### src/rtl/intr_timer_ctrl.sv
// Machine timer (64-bit mtime/mtimecmp on a word bus) plus timer/external
// interrupt arbiter that presents one held request at a time to the CSR unit.
module intr_timer_ctrl #(
  parameter int unsigned PRESCALE    = 1,
  parameter int unsigned SYNC_STAGES = 2
) (
  input  logic        clk,
  input  logic        rst,
  input  logic        timer_en,
  input  logic        ext_inter,
  input  logic        bus_sel,
  input  logic        bus_wr,
  input  logic [2:0]  bus_addr,
  input  logic [31:0] bus_wdata,
  output logic [31:0] bus_rdata,
  input  logic [1:0]  irq_en,
  input  logic        irq_ack,
  input  logic        mret,
  output logic        irq_valid,
  output logic [3:0]  irq_cause,
  output logic        timer_pend
);

  localparam int unsigned PS_W        = (PRESCALE > 1) ? $clog2(PRESCALE) : 1;
  localparam logic [3:0]  CAUSE_TIMER = 4'd7;
  localparam logic [3:0]  CAUSE_EXT   = 4'd11;

  // Encoding is architecturally visible through status[3:2].
  typedef enum logic [1:0] {
    IDLE    = 2'd0,
    REQ     = 2'd1,
    SERVICE = 2'd2
  } state_t;

  state_t                 state, state_next;
  logic [3:0]             cause_q, cause_next;
  logic [63:0]            mtime, mtimecmp;
  logic [PS_W-1:0]        ps_cnt;
  logic [SYNC_STAGES-1:0] sync_q;
  logic                   sync_prev;
  logic                   ext_pend;
  logic [31:0]            rd_mux;

  logic wr_en, rd_en, tick, ext_rise, ext_req, tmr_req, ext_taken, status_clr;

  assign wr_en      = bus_sel & bus_wr;
  assign rd_en      = bus_sel & ~bus_wr;
  assign tick       = timer_en && (ps_cnt == PS_W'(PRESCALE - 1));
  assign ext_rise   = sync_q[SYNC_STAGES-1] & ~sync_prev;
  assign ext_req    = ext_pend & irq_en[1];
  assign tmr_req    = timer_pend & irq_en[0];
  assign ext_taken  = (state == REQ) && irq_ack && (cause_q == CAUSE_EXT);
  assign status_clr = wr_en && (bus_addr == 3'd4) && bus_wdata[0];

  // A bus write to either mtime half replaces that half and suppresses the
  // increment for the cycle, so no carry crosses into the untouched half.
  always_ff @(posedge clk) begin
    // NOTE: sequential state uses non-blocking assignments so every flop
    // samples the pre-edge values regardless of statement order.
    if (!rst) begin
      mtime    <= '0;
      mtimecmp <= '1;
      ps_cnt   <= '0;
    end else begin
      if (timer_en) ps_cnt <= tick ? '0 : ps_cnt + PS_W'(1);
      if (wr_en && bus_addr == 3'd0)      mtime[31:0]  <= bus_wdata;
      else if (wr_en && bus_addr == 3'd1) mtime[63:32] <= bus_wdata;
      else if (tick)                      mtime        <= mtime + 64'd1;
      if (wr_en && bus_addr == 3'd2) mtimecmp[31:0]  <= bus_wdata;
      if (wr_en && bus_addr == 3'd3) mtimecmp[63:32] <= bus_wdata;
    end
  end

  always_ff @(posedge clk) begin
    if (!rst) begin
      timer_pend <= 1'b0;
      sync_q     <= '0;
      sync_prev  <= 1'b0;
      ext_pend   <= 1'b0;
    end else begin
      timer_pend <= (mtime >= mtimecmp);
      sync_q     <= {sync_q[SYNC_STAGES-2:0], ext_inter};
      sync_prev  <= sync_q[SYNC_STAGES-1];
      // A fresh edge outranks any clear arriving in the same cycle.
      if (ext_rise)                     ext_pend <= 1'b1;
      else if (status_clr || ext_taken) ext_pend <= 1'b0;
    end
  end

  always_ff @(posedge clk) begin
    if (!rst) begin
      state   <= IDLE;
      cause_q <= 4'd0;
    end else begin
      state   <= state_next;
      cause_q <= cause_next;
    end
  end

  always_comb begin
    // NOTE: every output of a combinational block gets a default first so no
    // path through the case leaves it unassigned and infers a latch.
    state_next = state;
    cause_next = cause_q;
    irq_valid  = 1'b0;
    irq_cause  = 4'd0;
    unique case (state)
      IDLE: begin
        if (ext_req) begin
          state_next = REQ;
          cause_next = CAUSE_EXT;
        end else if (tmr_req) begin
          state_next = REQ;
          cause_next = CAUSE_TIMER;
        end
      end
      REQ: begin
        irq_valid = 1'b1;
        irq_cause = cause_q;
        // Acceptance wins over a source that withdraws in the same cycle.
        if (irq_ack)
          state_next = SERVICE;
        else if ((cause_q == CAUSE_EXT) ? !ext_req : !tmr_req)
          state_next = IDLE;
      end
      SERVICE: begin
        if (mret) state_next = IDLE;
      end
      default: state_next = IDLE;
    endcase
  end

  always_comb begin
    rd_mux = '0;
    unique case (bus_addr)
      3'd0:    rd_mux = mtime[31:0];
      3'd1:    rd_mux = mtime[63:32];
      3'd2:    rd_mux = mtimecmp[31:0];
      3'd3:    rd_mux = mtimecmp[63:32];
      3'd4:    rd_mux = {28'd0, state, timer_pend, ext_pend};
      default: rd_mux = '0;
    endcase
  end

  always_ff @(posedge clk) begin
    if (!rst)       bus_rdata <= '0;
    else if (rd_en) bus_rdata <= rd_mux;
  end

endmodule

### config.mk
export PLATFORM = sky130hd
export DESIGN_NAME = intr_timer_ctrl
export DESIGN_NICKNAME = d
export VERILOG_FILES = /design/src/rtl/intr_timer_ctrl.sv
export SDC_FILE = /design/constraint.sdc
export NUM_CORES = 1
export LEC_CHECK = 0
export CORE_ASPECT_RATIO = 1.5
export CORE_MARGIN = 2
export CORE_UTILIZATION = 50
export DETAILED_ROUTE_END_ITERATION = 10
export MAX_ROUTING_LAYER = met4
export PLACE_DENSITY = 0.78
export SYNTH_ARGS = -nofsm -noshare
export SYNTH_HDL_FRONTEND = slang
export SYNTH_SLANG_ARGS = --single-unit
export TNS_END_PERCENT = 10
### constraint.sdc
create_clock -name clk -period 5 [get_ports clk]
set_input_delay 0.5 -clock clk [delete_from_list [all_inputs] [get_ports clk]]
set_output_delay 0.5 -clock clk [all_outputs]
set_load 0.02 [all_outputs]
==> results of run 1 <==
path summary, 6_finish.rpt:
path,slack (ns),end,start,depth (start not counted)
max,1.47,mtime[19]$_SDFFE_PN0P_,bus_addr[2],9
min,0.44,sync_q[1]$_SDFF_PN0_,sync_q[0]$_SDFF_PN0_,1
max reg2reg,1.76,timer_pend$_SDFF_PN0_,mtime[14]$_SDFFE_PN0P_,7
min reg2reg,0.44,sync_q[1]$_SDFF_PN0_,sync_q[0]$_SDFF_PN0_,1
kinds of logic after synthesis:
kind of cell	count (synthesis)	synth area share, %
compound gates	430	28.25
xor+xnor	1	0.08681
fa+ha+maj	65	8.060
buf+inv	165	6.522
flops	171	33.92
mux	6	0.7192
simple gates	440	22.44
stage by stage:
| step | cell area, µm² | worst slack (ns) | utilization (%) |
|---|---|---|---|
| CTS | 11740 | 1.592 | 59.32 |
| detailed placement | 11070 | 1.213 | 55.97 |
| global route | 11740 | 1.276 | 59.32 |
| global placement | 11070 | 1.264 | 55.97 |
| finish | 11740 | 1.466 | 59.32 |
| floorplan | 10090 | 2.781 | - |
critical path, delay by kind of cell:
family | cells | cell delay, ns
buf+inv | 3 | 1.45
simple gates | 3 | 0.54
compound gates | 3 | 1.32
power by group:
part           internal, W  switching (W)
Sequential         0.00139      0.0000342
Combinational     0.000111       0.000186
Clock             0.000928       0.000573
Total              0.00243       0.000794
layout make-up:
cell class	count	area [µm²]
multi-input combinational	942	6065
clock buffer	22	474.2
sequential	171	3423
clock inverter	10	187.7
inverter	74	277.8
timing repair buffer	104	983.4
tap	260	325.3
fill	1779	8049
cells in the mapped netlist, types with 4 or more instances:
| master | count |
|---|---|
| sky130_fd_sc_hd__a21oi_1 | 121 |
| sky130_fd_sc_hd__o21a_1 | 5 |
| sky130_fd_sc_hd__nor3b_1 | 6 |
| sky130_fd_sc_hd__a31oi_1 | 29 |
| sky130_fd_sc_hd__clkbuf_1 | 69 |
| sky130_fd_sc_hd__nand2b_1 | 7 |
| sky130_fd_sc_hd__o31a_1 | 8 |
| sky130_fd_sc_hd__dfxtp_1 | 171 |
| sky130_fd_sc_hd__and4_1 | 9 |
| sky130_fd_sc_hd__and3_1 | 20 |
| sky130_fd_sc_hd__or3_1 | 6 |
| sky130_fd_sc_hd__buf_1 | 4 |
| sky130_fd_sc_hd__mux2i_1 | 5 |
| sky130_fd_sc_hd__o211ai_1 | 82 |
| sky130_fd_sc_hd__a21o_1 | 11 |
| sky130_fd_sc_hd__nor3_1 | 22 |
| sky130_fd_sc_hd__o22ai_1 | 7 |
| sky130_fd_sc_hd__and2_1 | 20 |
| sky130_fd_sc_hd__o21ai_0 | 41 |
| sky130_fd_sc_hd__buf_4 | 4 |
| sky130_fd_sc_hd__nor4_1 | 6 |
| sky130_fd_sc_hd__a22oi_1 | 78 |
| sky130_fd_sc_hd__a22o_1 | 7 |
| sky130_fd_sc_hd__buf_2 | 13 |
| sky130_fd_sc_hd__ha_1 | 65 |
| sky130_fd_sc_hd__a211oi_1 | 6 |
| sky130_fd_sc_hd__nand2_1 | 133 |
| sky130_fd_sc_hd__nand4_1 | 41 |
| sky130_fd_sc_hd__nor2_1 | 93 |
| sky130_fd_sc_hd__or4_1 | 12 |
| sky130_fd_sc_hd__nand3_1 | 38 |
| sky130_fd_sc_hd__inv_1 | 73 |
| sky130_fd_sc_hd__nor2b_1 | 5 |
| sky130_fd_sc_hd__o221a_2 | 8 |
flip-flops by register name (all words and copies together) (netlist names):
| signal | count |
|---|---|
| bus_rdata | 32 |
| state | 2 |
| ext_pend | 1 |
| mtime | 64 |
| cause_q | 3 |
| sync_q | 2 |
| timer_pend | 1 |
| sync_prev | 1 |
| mtimecmp | 64 |
| ps_cnt | 1 |
layer usage:
layer	GRT usage, %	vias to the layer above	part of all wire, %
met5	-	-	0
met3	4.859	135	6.3
met2	52.41	454	49
li1	-	4825	-
met1	35.30	4942	38
met4	20.54	0	6.2
==> report_table.html, run 1 <==
<table>
<tr><th>Metric</th><th>Value</th></tr>
<tr><th colspan="2">Power</th></tr>
<tr><td>Power density normalized to cell area</td><td>274.8 nW/µm²</td></tr>
<tr><td>Overall Power</td><td>0.003225 W</td></tr>
<tr><td>Worst VDD drop</td><td>0.2243 mV</td></tr>
<tr><td>Leakage power</td><td>4.803 nW</td></tr>
<tr><th colspan="2">Die</th></tr>
<tr><td>Die outline height</td><td>178.0 µm</td></tr>
<tr><td>Effective utilization at floorplan</td><td>51.00%</td></tr>
<tr><td>Die outline width</td><td>120.0 µm</td></tr>
<tr><td>Top-level I/O count</td><td>83</td></tr>
<tr><td>Core Area</td><td>roughly 20000 µm²</td></tr>
<tr><td>Overall die area</td><td>21360 µm²</td></tr>
<tr><td>Standard-cell rows</td><td>63</td></tr>
<tr><th colspan="2">Synth</th></tr>
<tr><td>Ranking of synthesized cells by area</td><td>sky130_fd_sc_hd__dfxtp_1 (34%), sky130_fd_sc_hd__ha_1 (8.1%), sky130_fd_sc_hd__o211ai_1 (6.1%)</td></tr>
<tr><td>Flip-flop and latch count after synthesis</td><td>171</td></tr>
<tr><td>Post-synth design cell area</td><td>10090 µm²</td></tr>
<tr><td>Warnings, synthesis</td><td>0</td></tr>
<tr><td>Sequential-to-total area share from yosys stat</td><td>33.92%</td></tr>
<tr><td>Synthesized instance count</td><td>1278</td></tr>
<tr><td>Most used DFF post-synth</td><td>sky130_fd_sc_hd__dfxtp_1</td></tr>
<tr><td>Synth Area per Inst</td><td>between 7 and 8 µm²</td></tr>
<tr><td>Share of flip-flops with an asynchronous set or reset after synthesis</td><td>0%</td></tr>
<tr><td>EDFF count, synth</td><td>0</td></tr>
<tr><td>Syn nets</td><td>1388</td></tr>
<tr><td>Distinct cell type count of the synthesized netlist</td><td>72</td></tr>
<tr><td>Cell type with the highest aggregate area in the netlist</td><td>sky130_fd_sc_hd__dfxtp_1</td></tr>
<tr><td>Proportion of netlist area held by the largest area contributor</td><td>about 34%</td></tr>
<tr><th colspan="2">Route</th></tr>
<tr><td>Number of DRC violations after detailed-routing iteration 0</td><td>1068</td></tr>
<tr><td>Post-DRT Antenna Nets</td><td>0</td></tr>
<tr><td>DRC Markers</td><td>0</td></tr>
<tr><td>Via/cell ratio</td><td>6.542</td></tr>
<tr><td>First-pass DRT Iterations</td><td>6</td></tr>
<tr><td>Final routed wirelength across all metal layers</td><td>between 30000 and 40000 µm</td></tr>
<tr><td>Routed len/inst</td><td>20.54 µm</td></tr>
<tr><td>Via Count</td><td>10.36k</td></tr>
<tr><th colspan="2">STA</th></tr>
<tr><td>Max-slew violation total from the final report</td><td>0</td></tr>
<tr><td>Count of final hold-check violations</td><td>0</td></tr>
<tr><td>Period Utilization, post-route</td><td>between 70% and 80%</td></tr>
<tr><td>Achievable Freq</td><td>282.9 MHz</td></tr>
<tr><td>Min Hold Slack</td><td>0.4378 ns</td></tr>
<tr><td>Skew final</td><td>between 0.007 and 0.008 ns</td></tr>
<tr><td>Unrepaired setup endpoints after global routing</td><td>false</td></tr>
<tr><td>Setup TNS</td><td>0 ns</td></tr>
<tr><td>Worst-margin pin slew</td><td>~1.2 ns</td></tr>
<tr><td>Worst max-slew margin expressed relative to the limit</td><td>between 20% and 30%</td></tr>
<tr><td>Final-report setup violation count</td><td>0</td></tr>
<tr><td>Period minus WS final</td><td>3.534 ns</td></tr>
<tr><th colspan="2">CTS</th></tr>
<tr><td>Clock root buffer master</td><td>sky130_fd_sc_hd__clkbuf_16</td></tr>
<tr><td>Total number of H-tree levels</td><td>4</td></tr>
<tr><td>Hold Buf Count CTS</td><td>0</td></tr>
<tr><td>Resized cells post-CTS</td><td>0</td></tr>
<tr><td>Num CTS Buffers</td><td>17</td></tr>
<tr><td>Post-CTS Setup Bufs</td><td>0</td></tr>
<tr><td>Clock latency of the later-clocked register in the worst-skew pair</td><td>0.44 ns</td></tr>
<tr><td>TritonCTS sink count</td><td>171</td></tr>
<tr><td>TritonCTS clock tree</td><td>done</td></tr>
<tr><td>Clock-pin slew on the worst setup and hold paths</td><td>0.06 ns</td></tr>
<tr><td>Maximum clock insertion buffer count</td><td>2</td></tr>
<tr><th colspan="2">Status</th></tr>
<tr><td>Status</td><td>completed</td></tr>
<tr><th colspan="2">Worst setup path</th></tr>
<tr><td>Largest stage delay, worst path</td><td>0.92 ns</td></tr>
<tr><td>Critical path endpoint category</td><td>flop</td></tr>
<tr><td>Data required time at the worst endpoint</td><td>about 5.3 ns</td></tr>
<tr><td>Cells along the critical path</td><td>clkdlybuf4s50_1 -&gt; nor3_2 -&gt; buf_4 -&gt; nand3_2 -&gt; buf_4 -&gt; a21oi_2 -&gt; o21ai_0 -&gt; a22oi_1 -&gt; nor2_1</td></tr>
<tr><td>CP startpoint kind</td><td>input port</td></tr>
<tr><td>Critical path's slowest cell</td><td>sky130_fd_sc_hd__a21oi_2</td></tr>
<tr><td>Worst Path Max Fanout</td><td>48</td></tr>
<tr><td>Critical path data arrival time</td><td>about 3.8 ns</td></tr>
<tr><td>CP Class</td><td>input port to flop</td></tr>
<tr><td>Cell repeated most along the worst path</td><td>sky130_fd_sc_hd__buf_4</td></tr>
<tr><th colspan="2">Cells and area</th></tr>
<tr><td>P&amp;R area growth vs syn</td><td>16.31%</td></tr>
<tr><td>Antenna diode instance count</td><td>0</td></tr>
<tr><td>Most common cell after layout, fill and taps aside</td><td>sky130_fd_sc_hd__dfxtp_1</td></tr>
<tr><td>Commonest non-fill, non-tap cells in the layout</td><td>sky130_fd_sc_hd__dfxtp_1 (171), sky130_fd_sc_hd__nand2_1 (133), sky130_fd_sc_hd__a21oi_1 (121)</td></tr>
<tr><td>Non-filler instance count after layout</td><td>1583</td></tr>
<tr><td>Number of nets in the final layout</td><td>between 1k and 1.5k</td></tr>
<tr><td>Fraction of layout instances using a drive strength above 1</td><td>6.878%</td></tr>
<tr><th colspan="2">Placed design</th></tr>
<tr><td>Number of port buffers</td><td>a little over 80</td></tr>
<tr><td>Dpl hpwl</td><td>22300 µm</td></tr>
<tr><td>Routability congestion estimate from global placement</td><td>slightly below 1</td></tr>
<tr><td>Post-placement cell count</td><td>about 1.6k</td></tr>
<tr><th colspan="2">Global route</th></tr>
<tr><td>Maximum number of pins on one net before global-route repair</td><td>between 70 and 80</td></tr>
<tr><td>Global Route Usage Sum</td><td>31.62%</td></tr>
<tr><td>Global-route wire length before repair</td><td>51940 µm</td></tr>
<tr><td>Antenna violations before repair</td><td>0</td></tr>
<tr><td>Number of global-route vias before repair</td><td>roughly 10k</td></tr>
<tr><td>Final global-route overflow total</td><td>0</td></tr>
<tr><th colspan="2">Hold path</th></tr>
<tr><td>Type of the worst min-delay path</td><td>flop to flop</td></tr>
<tr><th colspan="2">Run</th></tr>
<tr><td>MaxCap Viol Count</td><td>0</td></tr>
</table>
Note: power is estimated with default switching activity, not from simulation.
==> inputs of run 2 (changes only) <==
--- a/config.mk
+++ b/config.mk
@@ -10,7 +10,7 @@
 export CORE_UTILIZATION = 50
 export DETAILED_ROUTE_END_ITERATION = 10
 export MAX_ROUTING_LAYER = met4
-export PLACE_DENSITY = 0.78
+export PLACE_DENSITY = 0.81
 export SYNTH_ARGS = -nofsm -noshare
 export SYNTH_HDL_FRONTEND = slang
 export SYNTH_SLANG_ARGS = --single-unit
==> constraint.sdc (replaced) <==
create_clock -name clk -period 3.2 [get_ports clk]
set_input_delay 0.32 -clock clk [delete_from_list [all_inputs] [get_ports clk]]
set_output_delay 0.32 -clock clk [all_outputs]
set_load 0.02 [all_outputs]
==> run 2 against run 1 <==
Non-clock buffer count increased by 29. Critical path depth decreased by 2. Critical endpoint is now mtime[58]$_SDFFE_PN0P_. Cell count increased by 1.8%. Via count increased by 2.2%. Critical path type is now flop to flop. Highest routed layer unchanged.
==> report_table.html, run 2 (synthesized netlist as in run 1, its figures left out) <==
<table>
<tr><th>Metric</th><th>Value</th></tr>
<tr><th colspan="2">CTS</th></tr>
<tr><td>Clock-pin slew on the worst setup and hold paths</td><td>0.07 ns</td></tr>
<tr><td>Total number of H-tree levels</td><td>4</td></tr>
<tr><td>Post-CTS Setup Bufs</td><td>0</td></tr>
<tr><td>Resized cells post-CTS</td><td>0</td></tr>
<tr><td>Maximum clock insertion buffer count</td><td>2</td></tr>
<tr><td>Clock latency of the later-clocked register in the worst-skew pair</td><td>0.45 ns</td></tr>
<tr><td>TritonCTS clock tree</td><td>done</td></tr>
<tr><td>TritonCTS sink count</td><td>~170</td></tr>
<tr><td>Clock root buffer master</td><td>sky130_fd_sc_hd__clkbuf_16</td></tr>
<tr><td>Hold Buf Count CTS</td><td>0</td></tr>
<tr><td>Num CTS Buffers</td><td>17</td></tr>
<tr><th colspan="2">Die</th></tr>
<tr><td>Core Area</td><td>about 20000 µm²</td></tr>
<tr><td>Overall die area</td><td>21360 µm²</td></tr>
<tr><td>Die outline width</td><td>120.0 µm</td></tr>
<tr><td>Standard-cell rows</td><td>63</td></tr>
<tr><td>Effective utilization at floorplan</td><td>51.00%</td></tr>
<tr><td>Top-level I/O count</td><td>83</td></tr>
<tr><td>Die outline height</td><td>~180 µm</td></tr>
<tr><th colspan="2">STA</th></tr>
<tr><td>Final-report setup violation count</td><td>0</td></tr>
<tr><td>Worst-margin pin slew</td><td>1.008 ns</td></tr>
<tr><td>Setup TNS</td><td>0 ns</td></tr>
<tr><td>Worst max-slew margin expressed relative to the limit</td><td>between 30 and 40%</td></tr>
<tr><td>Max-slew violation total from the final report</td><td>0</td></tr>
<tr><td>Period Utilization, post-route</td><td>87.98%</td></tr>
<tr><td>Period minus WS final</td><td>2.815 ns</td></tr>
<tr><td>Min Hold Slack</td><td>0.2167 ns</td></tr>
<tr><td>Count of final hold-check violations</td><td>0</td></tr>
<tr><td>Achievable Freq</td><td>355.2 MHz</td></tr>
<tr><td>Unrepaired setup endpoints after global routing</td><td>false</td></tr>
<tr><td>Skew final</td><td>0.009355 ns</td></tr>
<tr><th colspan="2">Route</th></tr>
<tr><td>Post-DRT Antenna Nets</td><td>0</td></tr>
<tr><td>Via/cell ratio</td><td>6.569</td></tr>
<tr><td>DRC Markers</td><td>0</td></tr>
<tr><td>Routed len/inst</td><td>20.83 µm</td></tr>
<tr><td>First-pass DRT Iterations</td><td>6</td></tr>
<tr><td>Number of DRC violations after detailed-routing iteration 0</td><td>1169</td></tr>
<tr><td>Final routed wirelength across all metal layers</td><td>33580 µm</td></tr>
<tr><td>Via Count</td><td>10.59k</td></tr>
<tr><th colspan="2">Worst setup path</th></tr>
<tr><td>CP startpoint kind</td><td>flop</td></tr>
<tr><td>Data required time at the worst endpoint</td><td>3.54 ns</td></tr>
<tr><td>CP Class</td><td>flop to flop</td></tr>
<tr><td>Critical path endpoint category</td><td>flop</td></tr>
<tr><td>Worst Path Max Fanout</td><td>8</td></tr>
<tr><td>Critical path data arrival time</td><td>3.16 ns</td></tr>
<tr><th colspan="2">Global route</th></tr>
<tr><td>Maximum number of pins on one net before global-route repair</td><td>87</td></tr>
<tr><td>Number of global-route vias before repair</td><td>10.16k</td></tr>
<tr><td>Global Route Usage Sum</td><td>32.31%</td></tr>
<tr><td>Antenna violations before repair</td><td>0</td></tr>
<tr><td>Global-route wire length before repair</td><td>between 50000 and 60000 µm</td></tr>
<tr><td>Final global-route overflow total</td><td>0</td></tr>
<tr><th colspan="2">Cells and area</th></tr>
<tr><td>Antenna diode instance count</td><td>0</td></tr>
<tr><td>Registers with the highest flip-flop counts</td><td>mtime: 64 flops, mtimecmp: 64 flops, bus_rdata: 32 flops</td></tr>
<tr><td>Number of nets in the final layout</td><td>1449</td></tr>
<tr><td>Most common cell after layout, fill and taps aside</td><td>sky130_fd_sc_hd__dfxtp_1</td></tr>
<tr><td>Layout Cell Area excl Fill</td><td>about 12000 µm²</td></tr>
<tr><td>Commonest non-fill, non-tap cells in the layout</td><td>sky130_fd_sc_hd__dfxtp_1 (171), sky130_fd_sc_hd__nand2_1 (133), sky130_fd_sc_hd__a21oi_1 (121)</td></tr>
<tr><td>Fraction of layout instances using a drive strength above 1</td><td>a little under a tenth</td></tr>
<tr><td>Filler cell count</td><td>1725</td></tr>
<tr><td>P&amp;R area growth vs syn</td><td>17.83%</td></tr>
<tr><th colspan="2">Placed design</th></tr>
<tr><td>Placed inst area</td><td>roughly 11000 µm²</td></tr>
<tr><td>Routability congestion estimate from global placement</td><td>between 0.9 and 1</td></tr>
<tr><td>Dpl hpwl</td><td>23590 µm</td></tr>
<tr><td>Number of port buffers</td><td>82</td></tr>
<tr><th colspan="2">Power</th></tr>
<tr><td>Psw</td><td>0.001358 W</td></tr>
<tr><td>Leakage power</td><td>4.912 nW</td></tr>
<tr><td>Power density normalized to cell area</td><td>405.4 nW/µm²</td></tr>
<tr><td>Overall Power</td><td>a little under 0.005 W</td></tr>
<tr><td>Combinational fraction of design power</td><td>about a tenth</td></tr>
<tr><td>Cell-internal power</td><td>0.003463 W</td></tr>
<tr><td>Proportion of total power due to net switching</td><td>28.17%</td></tr>
<tr><td>Clock network fraction of total power</td><td>43.7%</td></tr>
<tr><td>Worst VDD drop</td><td>0.3930 mV</td></tr>
<tr><td>Sequential group share of total power</td><td>46.2%</td></tr>
<tr><th colspan="2">Status</th></tr>
<tr><td>Status</td><td>completed</td></tr>
<tr><th colspan="2">Run</th></tr>
<tr><td>MaxCap Viol Count</td><td>0</td></tr>
<tr><th colspan="2">Hold path</th></tr>
<tr><td>Type of the worst min-delay path</td><td>input port to flop</td></tr>
</table>
-- run 2: final cells by class --
class	instances	area (µm²)	area share, %
clock buffers	17	425.4	3.578
clock inverters	15	160.2	1.347
inverters	74	277.8	2.336
multi-input cells	942	6065	51.00
flip-flops and latches	171	3423	28.79
well taps	260	325.3	2.736
repair buffers	133	1214	10.21
-- run 2: stage by stage --
step	util, %	setup WS, ns	cells
finish	60.10	0.3846	1612
global route	60.10	0.3052	1612
CTS	60.10	0.4578	1612
detailed placement	57.14	0.4951	1580
global placement	57.14	0.5374	1580
floorplan	-	0.9813	1278
-- run 2: final timing paths --
| path | startpoint | to | slack (ns) | cells after the start |
|---|---|---|---|---|
| worst max-delay path | mtime[1]$_SDFFE_PN0P_ | mtime[58]$_SDFFE_PN0P_ | 0.38 | 7 |
| worst min-delay path | rst | mtimecmp[4]$_SDFFE_PN1P_ | 0.22 | 2 |
| worst max register to register | mtime[1]$_SDFFE_PN0P_ | mtime[58]$_SDFFE_PN0P_ | 0.38 | 7 |
| worst min register to register | sync_q[0]$_SDFF_PN0_ | sync_q[1]$_SDFF_PN0_ | 0.46 | 1 |
-- run 2: power by group through the flow --
stage	sequential, W	clock, W	combinational, W
2_1_floorplan	0.00227	0	0.000247
3_3_place_gp	0.00227	0	0.000469
3_5_place_dp	0.00227	0	0.000477
4_1_cts	0.00222	0.00212	0.000480
5_1_grt	0.00223	0.00221	0.000522
6_report	0.00223	0.00211	0.000490
-- run 2: routing by layer --
layer | routed length [µm] | global-route usage [%] | part of all wire, % | vias up
met5 | 0 | - | 0 | -
met3 | 2294 | 4.891 | 6.8 | 178
li1 | - | - | - | 4879
met4 | 2465 | 23.09 | 7.3 | 0
met1 | 12540 | 35.67 | 37 | 4934
met2 | 16280 | 53.05 | 48 | 598
-- run 2: critical path, cell delays in order, from the launching register on --
cell and delay [ns]:
sky130_fd_sc_hd__dfxtp_1 0.47, sky130_fd_sc_hd__ha_1 0.26, sky130_fd_sc_hd__and4_4 0.30, sky130_fd_sc_hd__and4_1 0.46
sky130_fd_sc_hd__and2_0 0.53, sky130_fd_sc_hd__nand4_1 0.18, sky130_fd_sc_hd__and3_1 0.23, sky130_fd_sc_hd__o31a_1 0.27
==> inputs of run 3 (changes only) <==
--- a/config.mk
+++ b/config.mk
@@ -8,9 +8,10 @@
 export CORE_ASPECT_RATIO = 1.5
 export CORE_MARGIN = 2
 export CORE_UTILIZATION = 50
+export CTS_CLUSTER_SIZE = 24
 export DETAILED_ROUTE_END_ITERATION = 10
 export MAX_ROUTING_LAYER = met4
-export PLACE_DENSITY = 0.81
+export PLACE_DENSITY = 0.73
 export SYNTH_ARGS = -nofsm -noshare
 export SYNTH_HDL_FRONTEND = slang
 export SYNTH_SLANG_ARGS = --single-unit
==> run 3 against run 2 <==
Sequential power barely moved. First-iteration DRC count fell by 5.6%. Hold slack improved by 0.061 ns. Count of clock-buffer cells in the layout rose by 2. Routed wire length barely moved. Register-to-register slack got worse by 0.13 ns. Worst setup slack got worse by 0.13 ns.
==> report_table.html, run 3 (synthesized netlist as in run 1, its figures left out) <==
<table>
<tr><th>Metric</th><th>Value</th></tr>
<tr><th colspan="2">Power</th></tr>
<tr><td>Leakage power</td><td>4.933 nW</td></tr>
<tr><td>Power density normalized to cell area</td><td>between 400 and 500 nW/µm²</td></tr>
<tr><td>Worst VDD drop</td><td>0.3640 mV</td></tr>
<tr><th colspan="2">Status</th></tr>
<tr><td>Status</td><td>completed</td></tr>
<tr><th colspan="2">Cells and area</th></tr>
<tr><td>Antenna diode instance count</td><td>0</td></tr>
<tr><td>Area of the multi-input gates</td><td>6066 µm²</td></tr>
<tr><td>Commonest non-fill, non-tap cells in the layout</td><td>sky130_fd_sc_hd__dfxtp_1 (171), sky130_fd_sc_hd__nand2_1 (133), sky130_fd_sc_hd__a21oi_1 (121)</td></tr>
<tr><td>P&amp;R area growth vs syn</td><td>17.99%</td></tr>
<tr><td>Filler cell count</td><td>1842</td></tr>
<tr><td>Number of nets in the final layout</td><td>~1.5k</td></tr>
<tr><td>Registers with the highest flip-flop counts</td><td>mtime: 64 flops, mtimecmp: 64 flops, bus_rdata: 32 flops</td></tr>
<tr><td>Post-layout util</td><td>60.18%</td></tr>
<tr><td>Most common cell after layout, fill and taps aside</td><td>sky130_fd_sc_hd__dfxtp_1</td></tr>
<tr><td>Sequential standard cell area</td><td>3423 µm²</td></tr>
<tr><td>Fraction of layout instances using a drive strength above 1</td><td>9.084%</td></tr>
<tr><th colspan="2">Worst setup path</th></tr>
<tr><td>CP Class</td><td>flop to flop</td></tr>
<tr><td>CP startpoint kind</td><td>flop</td></tr>
<tr><td>Critical path endpoint category</td><td>flop</td></tr>
<tr><td>Data required time at the worst endpoint</td><td>roughly 3.5 ns</td></tr>
<tr><td>Worst Path Max Fanout</td><td>6</td></tr>
<tr><td>Critical path data arrival time</td><td>3.25 ns</td></tr>
<tr><th colspan="2">Global route</th></tr>
<tr><td>Global-route wire length before repair</td><td>53860 µm</td></tr>
<tr><td>Number of global-route vias before repair</td><td>10.05k</td></tr>
<tr><td>Final global-route overflow total</td><td>0</td></tr>
<tr><td>Global Route Usage Sum</td><td>about a third</td></tr>
<tr><td>Maximum number of pins on one net before global-route repair</td><td>75</td></tr>
<tr><td>Antenna violations before repair</td><td>0</td></tr>
<tr><th colspan="2">Die</th></tr>
<tr><td>Die outline height</td><td>178.0 µm</td></tr>
<tr><td>Effective utilization at floorplan</td><td>between 50% and 60%</td></tr>
<tr><td>Top-level I/O count</td><td>83</td></tr>
<tr><td>Standard-cell rows</td><td>63</td></tr>
<tr><td>Core Area</td><td>19790 µm²</td></tr>
<tr><td>Die outline width</td><td>approximately 120 µm</td></tr>
<tr><td>Overall die area</td><td>21360 µm²</td></tr>
<tr><th colspan="2">CTS</th></tr>
<tr><td>Maximum clock insertion buffer count</td><td>2</td></tr>
<tr><td>Total number of H-tree levels</td><td>4</td></tr>
<tr><td>Hold Buf Count CTS</td><td>0</td></tr>
<tr><td>Clock-pin slew on the worst setup and hold paths</td><td>0.07 ns</td></tr>
<tr><td>Clock latency of the later-clocked register in the worst-skew pair</td><td>roughly 0.44 ns</td></tr>
<tr><td>Post-CTS Setup Bufs</td><td>0</td></tr>
<tr><td>Clock root buffer master</td><td>sky130_fd_sc_hd__clkbuf_16</td></tr>
<tr><td>Num CTS Buffers</td><td>17</td></tr>
<tr><td>TritonCTS sink count</td><td>171</td></tr>
<tr><td>TritonCTS clock tree</td><td>done</td></tr>
<tr><th colspan="2">Route</th></tr>
<tr><td>First-pass DRT Iterations</td><td>6</td></tr>
<tr><td>Number of DRC violations after detailed-routing iteration 0</td><td>1103</td></tr>
<tr><td>Via Count</td><td>10.52k</td></tr>
<tr><td>Routed len/inst</td><td>20.82 µm</td></tr>
<tr><td>DRC Markers</td><td>0</td></tr>
<tr><td>Post-DRT Antenna Nets</td><td>0</td></tr>
<tr><td>Via/cell ratio</td><td>6.515</td></tr>
<tr><td>Final routed wirelength across all metal layers</td><td>about 34000 µm</td></tr>
<tr><th colspan="2">STA</th></tr>
<tr><td>Count of final hold-check violations</td><td>0</td></tr>
<tr><td>Final-report setup violation count</td><td>0</td></tr>
<tr><td>Period Utilization, post-route</td><td>92.12%</td></tr>
<tr><td>Worst-margin pin slew</td><td>1.123 ns</td></tr>
<tr><td>Achievable Freq</td><td>339.2 MHz</td></tr>
<tr><td>Skew final</td><td>0.01017 ns</td></tr>
<tr><td>Worst max-slew margin expressed relative to the limit</td><td>25.09%</td></tr>
<tr><td>Period minus WS final</td><td>2.948 ns</td></tr>
<tr><td>Unrepaired setup endpoints after global routing</td><td>false</td></tr>
<tr><td>Setup TNS</td><td>0 ns</td></tr>
<tr><td>Max-slew violation total from the final report</td><td>0</td></tr>
<tr><th colspan="2">Hold path</th></tr>
<tr><td>Type of the worst min-delay path</td><td>input port to flop</td></tr>
<tr><th colspan="2">Placed design</th></tr>
<tr><td>Dpl hpwl</td><td>23530 µm</td></tr>
<tr><td>Routability congestion estimate from global placement</td><td>0.9721</td></tr>
<tr><td>Number of port buffers</td><td>82</td></tr>
<tr><th colspan="2">Run</th></tr>
<tr><td>MaxCap Viol Count</td><td>0</td></tr>
</table>
==> run 3: cell types whose count changed in the layout (fill, tap and decap cells not counted), sizes merged <==
cell / before / now
buf: 52 / 54
clkbuf: 17 / 19
inv: 80 / 77
bufinv: 1 / 2
clkinvlp: 4 / 2
clkinv: 4 / 6
==> run 3: layer usage <==
layer,up-vias,part of all wire (%),global-route usage (%)
met4,0,5.9,19.22
met2,550,50,55.61
met3,138,7.0,5.083
met1,4951,37,36.52
met5,-,0,-
li1,4877,-,-
==> run 3: stage by stage <==
stage	setup WS, ns	total power, W	hold slack [ns]	instances	area [µm²]
after floorplan	0.9813	0.002518	0.3961	1278	10090
final	0.2522	0.004803	0.2781	1614	11910
after CTS	0.09104	0.004818	0.2754	1614	11910
after detailed placement	0.1278	0.002751	0.4393	1582	11320
after global placement	0.01303	0.002746	0.4136	1582	11320
after global routing	0.06600	0.004956	0.2870	1614	11910
==> run 3: repair_timing <==
item | CTS | global route
gates resized for setup | 0 | 1
hold endpoints to repair | 0 | 0
setup endpoints to repair | 0 | 1
==> run 3: area by class of cell <==
cell class / count / area share, %
Multi-Input combinational cell: 942 / 50.95
Sequential cell: 171 / 28.75
Timing Repair Buffer: 135 / 10.32
Clock buffer: 19 / 3.720
Tap cell: 260 / 2.732
Inverter: 74 / 2.333
Clock inverter: 13 / 1.198
==> run 3: worst paths after layout <==
kind,start,to,slack (ns),depth (start not counted)
max,mtime[0]$_SDFFE_PN0P_,timer_pend$_SDFF_PN0_,0.25,9
min,rst,mtimecmp[4]$_SDFFE_PN1P_,0.28,2
max reg2reg,mtime[0]$_SDFFE_PN0P_,timer_pend$_SDFF_PN0_,0.25,9
min reg2reg,sync_q[0]$_SDFF_PN0_,sync_q[1]$_SDFF_PN0_,0.45,1
==> run 3: worst max-delay path: stages (launching register included) <==
cell	delay, ns
sky130_fd_sc_hd__dfxtp_1	0.45
sky130_fd_sc_hd__inv_1	0.13
sky130_fd_sc_hd__ha_1	0.30
sky130_fd_sc_hd__nand2b_1	0.14
sky130_fd_sc_hd__a2111oi_1	0.76
sky130_fd_sc_hd__nor4_1	0.13
sky130_fd_sc_hd__buf_4	0.17
sky130_fd_sc_hd__or3_1	0.38
sky130_fd_sc_hd__a211oi_1	0.23
sky130_fd_sc_hd__o211ai_1	0.12
==> run 3: where the power goes <==
group          leakage, nW  total, W  internal [W]  switching, W
Combinational         3.26  0.000491      0.000187      0.000304
Clock                0.284   0.00209       0.00118      0.000911
Sequential            1.39   0.00222       0.00218     0.0000477
Total                 4.93   0.00480       0.00354       0.00126
